[src/rtl/mems_dac_pkg.sv]
// Shared constants and types for the MEMS DAC SPI transmitter.
package mems_dac_pkg;

    localparam int         FRAME_W     = 24;
    localparam logic [3:0] CH_X        = 4'h0;
    localparam logic [3:0] CH_Y        = 4'h1;
    localparam logic [3:0] DAC_CMD_DEF = 4'b0011;

    typedef enum logic [2:0] {
        ST_IDLE    = 3'd0,
        ST_FETCH   = 3'd1,
        ST_SHIFT   = 3'd2,
        ST_SETTLE  = 3'd3,
        ST_DONE    = 3'd4,
        ST_HOLDOFF = 3'd5
    } state_e;

    function automatic logic [FRAME_W-1:0] mk_frame(input logic [3:0]  cmd,
                                                    input logic        axis_y,
                                                    input logic [15:0] data);
        return {cmd, (axis_y ? CH_Y : CH_X), data};
    endfunction

endpackage

[src/rtl/mems_dac_spi_tx_shift.sv]
// SPI serialiser: SCLK divider, 24-bit MSB-first shift register and bit counter.
module spi_shift_tx
    import mems_dac_pkg::*;
#(
    parameter int CLK_DIV = 2
) (
    input  logic               clk,
    input  logic               rst_n,
    input  logic               load_i,
    input  logic [FRAME_W-1:0] frame_i,
    output logic               sclk_o,
    output logic               sdin_o,
    output logic               done_o
);

    localparam int             DW      = $clog2(CLK_DIV + 1);
    localparam logic [DW-1:0]  DIV_RLD = DW'(CLK_DIV - 1);

    logic [DW-1:0]      div_q;
    logic [4:0]         bit_q;
    logic [FRAME_W-1:0] sr_q;
    logic               sclk_q;
    logic               act_q;
    logic               tick;

    assign tick   = act_q && (div_q == '0);
    // Combinational so the parent can raise SYNC on the very edge SCLK falls.
    assign done_o = tick && sclk_q && (bit_q == 5'd23);
    assign sclk_o = sclk_q;
    assign sdin_o = sr_q[FRAME_W-1];

    always_ff @(posedge clk or negedge rst_n) begin
        if (!rst_n) begin
            div_q  <= '0;
            bit_q  <= '0;
            sr_q   <= '0;
            sclk_q <= 1'b0;
            act_q  <= 1'b0;
        end else if (load_i) begin
            div_q  <= DIV_RLD;
            bit_q  <= '0;
            sr_q   <= frame_i;
            sclk_q <= 1'b0;
            act_q  <= 1'b1;
        end else if (act_q) begin
            if (tick) begin
                div_q  <= DIV_RLD;
                sclk_q <= ~sclk_q;
                if (sclk_q) begin
                    // The 24th shift empties the register, leaving sdin low.
                    sr_q <= {sr_q[FRAME_W-2:0], 1'b0};
                    if (bit_q == 5'd23) act_q <= 1'b0;
                    else                bit_q <= bit_q + 5'd1;
                end
            end else begin
                div_q <= div_q - DW'(1);
            end
        end
    end

endmodule

[src/rtl/mems_dac_spi_tx.sv]
// Request FSM, ROM mux, SYNC and finish handshake for the MEMS drive DAC.
module mems_dac_spi_tx
    import mems_dac_pkg::*;
#(
    parameter int         CLK_DIV   = 2,
    parameter int         ROM_LAT   = 1,
    parameter int         SYNC_HIGH = 2,
    parameter logic [3:0] DAC_CMD   = DAC_CMD_DEF
) (
    input  logic        clk,
    input  logic        rst_n,
    input  logic        x_start_flag,
    input  logic        y_start_flag,
    input  logic [15:0] x_rom_data,
    input  logic [15:0] y_rom_data,
    output logic        dac_finish_flag,
    output logic        busy,
    output logic        dac_sync_n,
    output logic        dac_sclk,
    output logic        dac_sdin
);

    localparam logic [1:0] FETCH_LAST  = 2'(ROM_LAT - 1);
    localparam logic [7:0] SETTLE_LAST = (SYNC_HIGH > 1) ? 8'(SYNC_HIGH - 2) : 8'd0;

    state_e     state_q, state_d;
    logic       axis_q, axis_d;
    logic [1:0] fcnt_q, fcnt_d;
    logic [7:0] scnt_q, scnt_d;
    logic       sync_n_q, busy_q, finish_q;
    logic       load, shift_done;

    always_comb begin
        state_d = state_q;
        axis_d  = axis_q;
        fcnt_d  = fcnt_q;
        scnt_d  = scnt_q;
        load    = 1'b0;
        unique case (state_q)
            ST_IDLE: begin
                if (x_start_flag) begin
                    state_d = ST_FETCH;
                    axis_d  = 1'b0;
                    fcnt_d  = '0;
                end else if (y_start_flag) begin
                    state_d = ST_FETCH;
                    axis_d  = 1'b1;
                    fcnt_d  = '0;
                end
            end
            ST_FETCH: begin
                if (fcnt_q == FETCH_LAST) begin
                    load    = 1'b1;
                    state_d = ST_SHIFT;
                end else begin
                    fcnt_d = fcnt_q + 2'd1;
                end
            end
            ST_SHIFT: begin
                // SYNC is already high through SETTLE and DONE, so SETTLE covers one cycle less.
                if (shift_done) begin
                    state_d = (SYNC_HIGH > 1) ? ST_SETTLE : ST_DONE;
                    scnt_d  = '0;
                end
            end
            ST_SETTLE: begin
                if (scnt_q == SETTLE_LAST) state_d = ST_DONE;
                else                       scnt_d  = scnt_q + 8'd1;
            end
            ST_DONE:    state_d = ST_HOLDOFF;
            ST_HOLDOFF: state_d = ST_IDLE;
            default:    state_d = ST_IDLE;
        endcase
    end

    always_ff @(posedge clk or negedge rst_n) begin
        if (!rst_n) begin
            state_q  <= ST_IDLE;
            axis_q   <= 1'b0;
            fcnt_q   <= '0;
            scnt_q   <= '0;
            sync_n_q <= 1'b1;
            busy_q   <= 1'b0;
            finish_q <= 1'b0;
        end else begin
            state_q  <= state_d;
            axis_q   <= axis_d;
            fcnt_q   <= fcnt_d;
            scnt_q   <= scnt_d;
            if (load)            sync_n_q <= 1'b0;
            else if (shift_done) sync_n_q <= 1'b1;
            // Status flags trail the state by one cycle, which places the finish pulse in HOLDOFF.
            busy_q   <= (state_q != ST_IDLE);
            finish_q <= (state_q == ST_DONE);
        end
    end

    spi_shift_tx #(.CLK_DIV(CLK_DIV)) u_shift (
        .clk     (clk),
        .rst_n   (rst_n),
        .load_i  (load),
        .frame_i (mk_frame(DAC_CMD, axis_q, axis_q ? y_rom_data : x_rom_data)),
        .sclk_o  (dac_sclk),
        .sdin_o  (dac_sdin),
        .done_o  (shift_done)
    );

    assign dac_sync_n      = sync_n_q;
    assign busy            = busy_q;
    assign dac_finish_flag = finish_q;

endmodule

[config.mk]
export PLATFORM = sky130hd
export DESIGN_NAME = mems_dac_spi_tx
export DESIGN_NICKNAME = d
export VERILOG_FILES = /design/src/rtl/mems_dac_pkg.sv /design/src/rtl/mems_dac_spi_tx_shift.sv /design/src/rtl/mems_dac_spi_tx.sv
export SDC_FILE = /design/constraint.sdc
export NUM_CORES = 1
export LEC_CHECK = 0
export BUFFER_PORTS_ARGS = -buffer_cell sky130_fd_sc_hd__buf_2
export CAP_MARGIN = 20
export CORE_ASPECT_RATIO = 0.7
export CORE_MARGIN = 2
export CORE_UTILIZATION = 51
export DETAILED_ROUTE_END_ITERATION = 10
export GPL_TIMING_DRIVEN = 0
export HOLD_SLACK_MARGIN = 0.15
export PLACE_DENSITY = 0.8
export SYNTH_ARGS = -nofsm -noshare
export SYNTH_HDL_FRONTEND = slang
export SYNTH_SLANG_ARGS = --single-unit
[constraint.sdc]
create_clock -name clk -period 1.77 [get_ports clk]
set_input_delay 0.0885 -clock clk [delete_from_list [all_inputs] [get_ports clk]]
set_output_delay 0.0885 -clock clk [all_outputs]
set_load 0.03 [all_outputs]
# Word level (Yosys, flattened, before mapping)
# Index checks and enable logic that the tools add are counted.
[totals]
reg_bits = 50
inputBits = 36
output_inout_bits = 5
elab_cells = 92
[op_classes]
add_sub_neg = 4
n_eq_ne = 12
mux = 41
n_bitwise = 1
n_reduce_logical = 22
[ops]
columns = ["op", "count"]
rows = [
  ["24-bit two-way mux", 4],
  ["5-bit two-way mux", 5],
  ["16-bit two-way mux", 1],
  ["8-bit two-way mux", 2],
  ["8-bit case mux with 2 select lines", 1],
  ["1-bit two-way mux", 15],
  ["3-bit two-way mux", 5],
  ["3-bit case mux with 5 select lines", 1],
  ["2-bit nonzero test", 7],
  ["2-bit two-way mux", 6],
  ["2-bit inequality test (second input constant)", 6],
  ["3-bit AND reduction", 3],
  ["8-bit by 1-bit adder with 8-bit output (second input constant)", 1],
  ["8-bit logical NOT", 1],
  ["4-bit AND reduction", 2],
  ["3-bit by 2-bit == test with 1-bit output (second input constant)", 2],
  ["5-bit by 1-bit adder with 5-bit output (second input constant)", 1],
  ["5-bit == test (second input constant)", 1],
  ["2-bit logical NOT", 2],
  ["2-bit case mux with 2 select lines", 1],
  ["2-bit AND reduction", 2],
  ["3-bit by 1-bit == test with 1-bit output (second input constant)", 1],
  ["3-bit == test (second input constant)", 1],
  ["1-bit logical AND", 3],
  ["other kinds (6)", 6],
]

# Depth between registers and ports, before layout
[logic_depth]
ltp_word = 6
ltp_mapped = 6
mapped_depth_nobuf = 6

# Modules after synthesis
# A second synthesis with hierarchy kept.
[unflattened]
cells_unflattened = 263
area_unflattened_um2 = 2690.1
[modules_own_cells]
columns = ["mod", "instances", "cells_per_inst", "area_per_inst_um2"]
rows = [
  ["spi_shift_tx", 1, 147, 1592.8],
  ["mems_dac_spi_tx", 1, 116, 1097.3],
]

# Least setup slack after synthesis
# Ideal clock, no wire load.
[synth_timing]
kind = "register to register"
from = "reg scnt_q[0]"
to = "reg scnt_q[2]"
setup_time_ps = 133
t_arrival_ps = 1597
required_ps = 1637
path_slack_ps = 40
path_stages_with_launch = 7
path_buffers = 0
cell_sequence = "dfrtp_1 inv_1 ha_1 or4b_4 o41a_4 a21oi_1 a21oi_1"
[synth_via]
elab_chain_len = 3
[synth_rtl]
columns = ["element", "line", "rtl"]
rows = [
  ["start, declared", "mems_dac_spi_tx.sv:29", "logic [7:0] scnt_q, scnt_d;"],
  ["start signal, assigned", "mems_dac_spi_tx.sv:89", "scnt_q <= scnt_d;"],
  ["8-bit by 1-bit adder with 8-bit output or 8-bit logical NOT (tied branches)", "mems_dac_spi_tx.sv:68, mems_dac_spi_tx.sv:67", ""],
  ["8-bit two-way mux or 2-bit inequality test (tied branches)", "--", ""],
  ["8-bit case mux with 2 select lines or 3-bit AND reduction (tied branches)", "--", ""],
]
# Parallel ways exist; a longest one is shown, timed or not. The select of a mux whose other input is x is not followed.
# A chain may end at the register's enable or synchronous reset.

# Worst setup path in the final report
# Ends and elaborated chain as after synthesis.

==> impl_metrics.toml <==
[logic_synthesis]
avgSynthCellArea_um2 = 9.20
synthCells = 276
synth_compound_gate_area_share = 0.191
seq_area_frac_synth = 0.493
synth_top_area_frac = 0.483
ys_warn_count = 0
synth_xor_xnor_area_share = 0.0103
async_flop_share = 1.00
synth_area_um2 = 2540
yosys.cell_types.count = 45
muxShareOfSynthArea = 0.00394
yosys.area.top_type = "dfrtp_1"
synth_edf_count = 0
synth-simple-area-share = 0.234
syn-num-nets = 316
ys_ff_latch = 50
ys.flop_type = "dfrtp_1"
synth_top_family_by_area = "simple AND/OR/NAND/NOR gates"
synth_area_leaders = "dfrtp_1 48%, nand2_1 8.7%, a211oi_1 4.7%"
synthAdderAreaFrac = 0.0197

[global_routing]
grt_max_degree = 42
grt_usage = 0.231
grt_pass1_wl_um = 9990
grt_antenna_before_repair = 0
grt_pass1_vias = 2113
overflow = 0

[floorplan]
start_util = 0.531
die_area_um2 = 5570
core.rowCount = 21
io_pins = 41
die-height_um = 63.0
die_w_um = 88.4
core_um2 = 4780

[sta]
finClkSkew_ps = 2.17
maxSlewHeadroom = 0.648
max_freq_mhz = 531
tightest_slew_ps = 528
fin_crit_ps = 1880
min_period_over_period = 1.06
whs_ps = 174
finalSetupViolCount = 6
rsz0062_at_grt = "true"
hold_viol_final = 0
maxSlewViolCount = 0
fin_ws_ps = -112

[cts]
cts_sinks = 50
clkSlewWorstSetupHoldPaths_ps = 90
cts_root_buffer = "clkbuf_8"
cts_tree = "yes"
cts_max_path_buffers = 2
clock_latency_ps = 300
cts_buffers = 5
cts_max_level = 2

[drt]
first_pass_iters = 4
vias_per_cell = 5.56
drt_iter0_markers = 229
drc_errors = 0
avgRoutedWirePerCell_um = 14.6
drt_wl_total_um = 6150
vias = 2339
drtAntennaViolNets = 0

[outcome]
violations = "negative setup slack"
status = "finished, violations left"

[setup_path]
crit_required_ps = 1960
crit_path_max_incr_delay_ps = 480
path_class = "flip-flop to flip-flop"
slowest_stage = "or4b_4"
cp_top_family = "compound AO/OA/AOI/OAI gates"
worst-endpoint-arrival_ps = 2070
cp_common_cell = "a21oi_2"
path_buf_inv = 1
endpoint_kind = "flip-flop"
start_kind = "flip-flop"
cp_cell_sequence = "inv_2 -> ha_4 -> or4b_4 -> o41a_4 -> a21oi_2 -> a21oi_2"
critPathMaxFanout = 5

[placement]
dpl.hpwl_um = 4060
port_buffers = 40
place.gp.congestion = 0.839
place_ws_ps = -90.1

[job]
drv_cap = 0

[layout]
finalNetCount = 391
area_growth_pct = 28.7
drive_gt1_frac = 0.244
antenna_cells_inserted = 0
final_cell_mix = "59 x nand2_1, 49 x dfrtp_1, 48 x buf_2"
nFillCells = 375
layout_commonest_cell = "nand2_1"

[pwr]
ir_worst_vdd_mv = 0.830
p_leak_nw = 1.47
p_per_area_nw_per_um2 = 1380

[min_path]
min_path_type = "input port to async pin"
## path summary, 6_finish.rpt
| path | from | to | slack (ps) | depth (start not counted) |
|---|---|---|---|---|
| setup / recovery | scnt_q[0] | scnt_q[2] | -110 | 6 |
| hold / removal | rst_n | scnt_q[5] | 170 | 2 |
| setup reg to reg | scnt_q[0] | scnt_q[2] | -110 | 6 |
| hold reg to reg | scnt_q[7] | scnt_q[7] | 500 | 1 |
| max in group asynchronous | rst_n | dac_sync_n | 1070 | 3 |
| min in group clk | x_rom_data[6] | u_shift.sr_q[6] | 190 | 4 |
## power breakdown
| group | internal [mW] | switching, mW |
|---|---|---|
| Sequential | 1.53 | 0.246 |
| Combinational | 0.747 | 1.17 |
| Clock | 0.422 | 0.383 |
## registers in the layout (all words and copies together), names as in the netlist
| name | flops |
|---|---|
| fcnt_q | 2 |
| u_shift.bit_q | 5 |
| axis_q | 1 |
| u_shift.div_q | 2 |
| u_shift.sr_q | 24 |
| scnt_q | 8 |
| busy | 1 |
| u_shift.act_q | 1 |
| state_q | 3 |
| u_shift.sclk_o | 1 |
| dac_finish_flag | 1 |
| dac_sync_n | 1 |
## metrics by stage
| stage | utilization | TNS, ps | power (mW) | cells | instance area, µm² |
|---|---|---|---|---|---|
| final | 0.683 | -453 | 4.49 | 421 | 3270 |
| after global routing | 0.683 | -1480 | 4.84 | 421 | 3270 |
| after CTS | 0.669 | -148 | 4.45 | 418 | 3200 |
| after detailed placement | 0.595 | -405 | 3.61 | 386 | 2850 |
| after global placement | 0.591 | -154 | 3.53 | 385 | 2830 |
| after floorplan | - | 0 | 3.11 | 276 | 2540 |
## area by class of cell
cell class / count / area (µm²) / share of cell area
Inverter: 6 / 22.5 / 0.00689
Clock inverter: 2 / 37.5 / 0.0115
Buffer: 18 / 100 / 0.0306
Timing Repair Buffer: 69 / 480 / 0.147
Tap cell: 69 / 86.3 / 0.0264
Clock buffer: 6 / 72.6 / 0.0222
Multi-Input combinational cell: 201 / 1220 / 0.372
Sequential cell: 50 / 1250 / 0.383
## per-layer routing
| metal | vias up | GRT usage | part of all wire |
|---|---|---|---|
| li1 | 1135 | - | - |
| met1 | 1125 | 0.341 | 0.48 |
| met2 | 66 | 0.343 | 0.45 |
| met3 | 13 | 0.0449 | 0.051 |
| met4 | 0 | 0.0720 | 0.015 |
| met5 | - | 0 | 0 |
## logic make-up (layout without fill, tap and decap cells)
group | after synthesis | after routing
buf+inv | 25 | 101
flops | 50 | 50
compound gates | 73 | 73
fa+ha+maj | 4 | 4
xor+xnor | 3 | 3
mux | 1 | 1
simple gates | 120 | 120
## synth_stat cells (2+ instances only)
master,number
and3_1,2
a21oi_1,18
nand3_1,10
o311ai_0,2
dfrtp_1,49
a22o_1,3
nor3b_1,2
clkbuf_1,9
buf_2,7
nand2_1,59
a31oi_1,18
nand2b_1,2
inv_1,6
ha_1,4
nor2b_1,16
a211oi_1,16
o41ai_1,2
nor2_1,13
o21ai_1,4
clkbuf_8,2
nor3_1,2
o21a_1,2
xor2_1,2
nand4_1,2
o21ai_0,4
## repair_timing
| action | CTS | global route |
|---|---|---|
| cloned | 0 | 0 |
| hold buffers | 20 | 0 |
| endpoints found under the hold margin | 66 | 0 |
| pin swaps | 0 | 3 |
| setup endpoints to repair | 25 | 27 |
| setup buffers | 5 | 3 |
| gates resized for setup | 5 | 15 |
(Power assumes the default switching activity.)
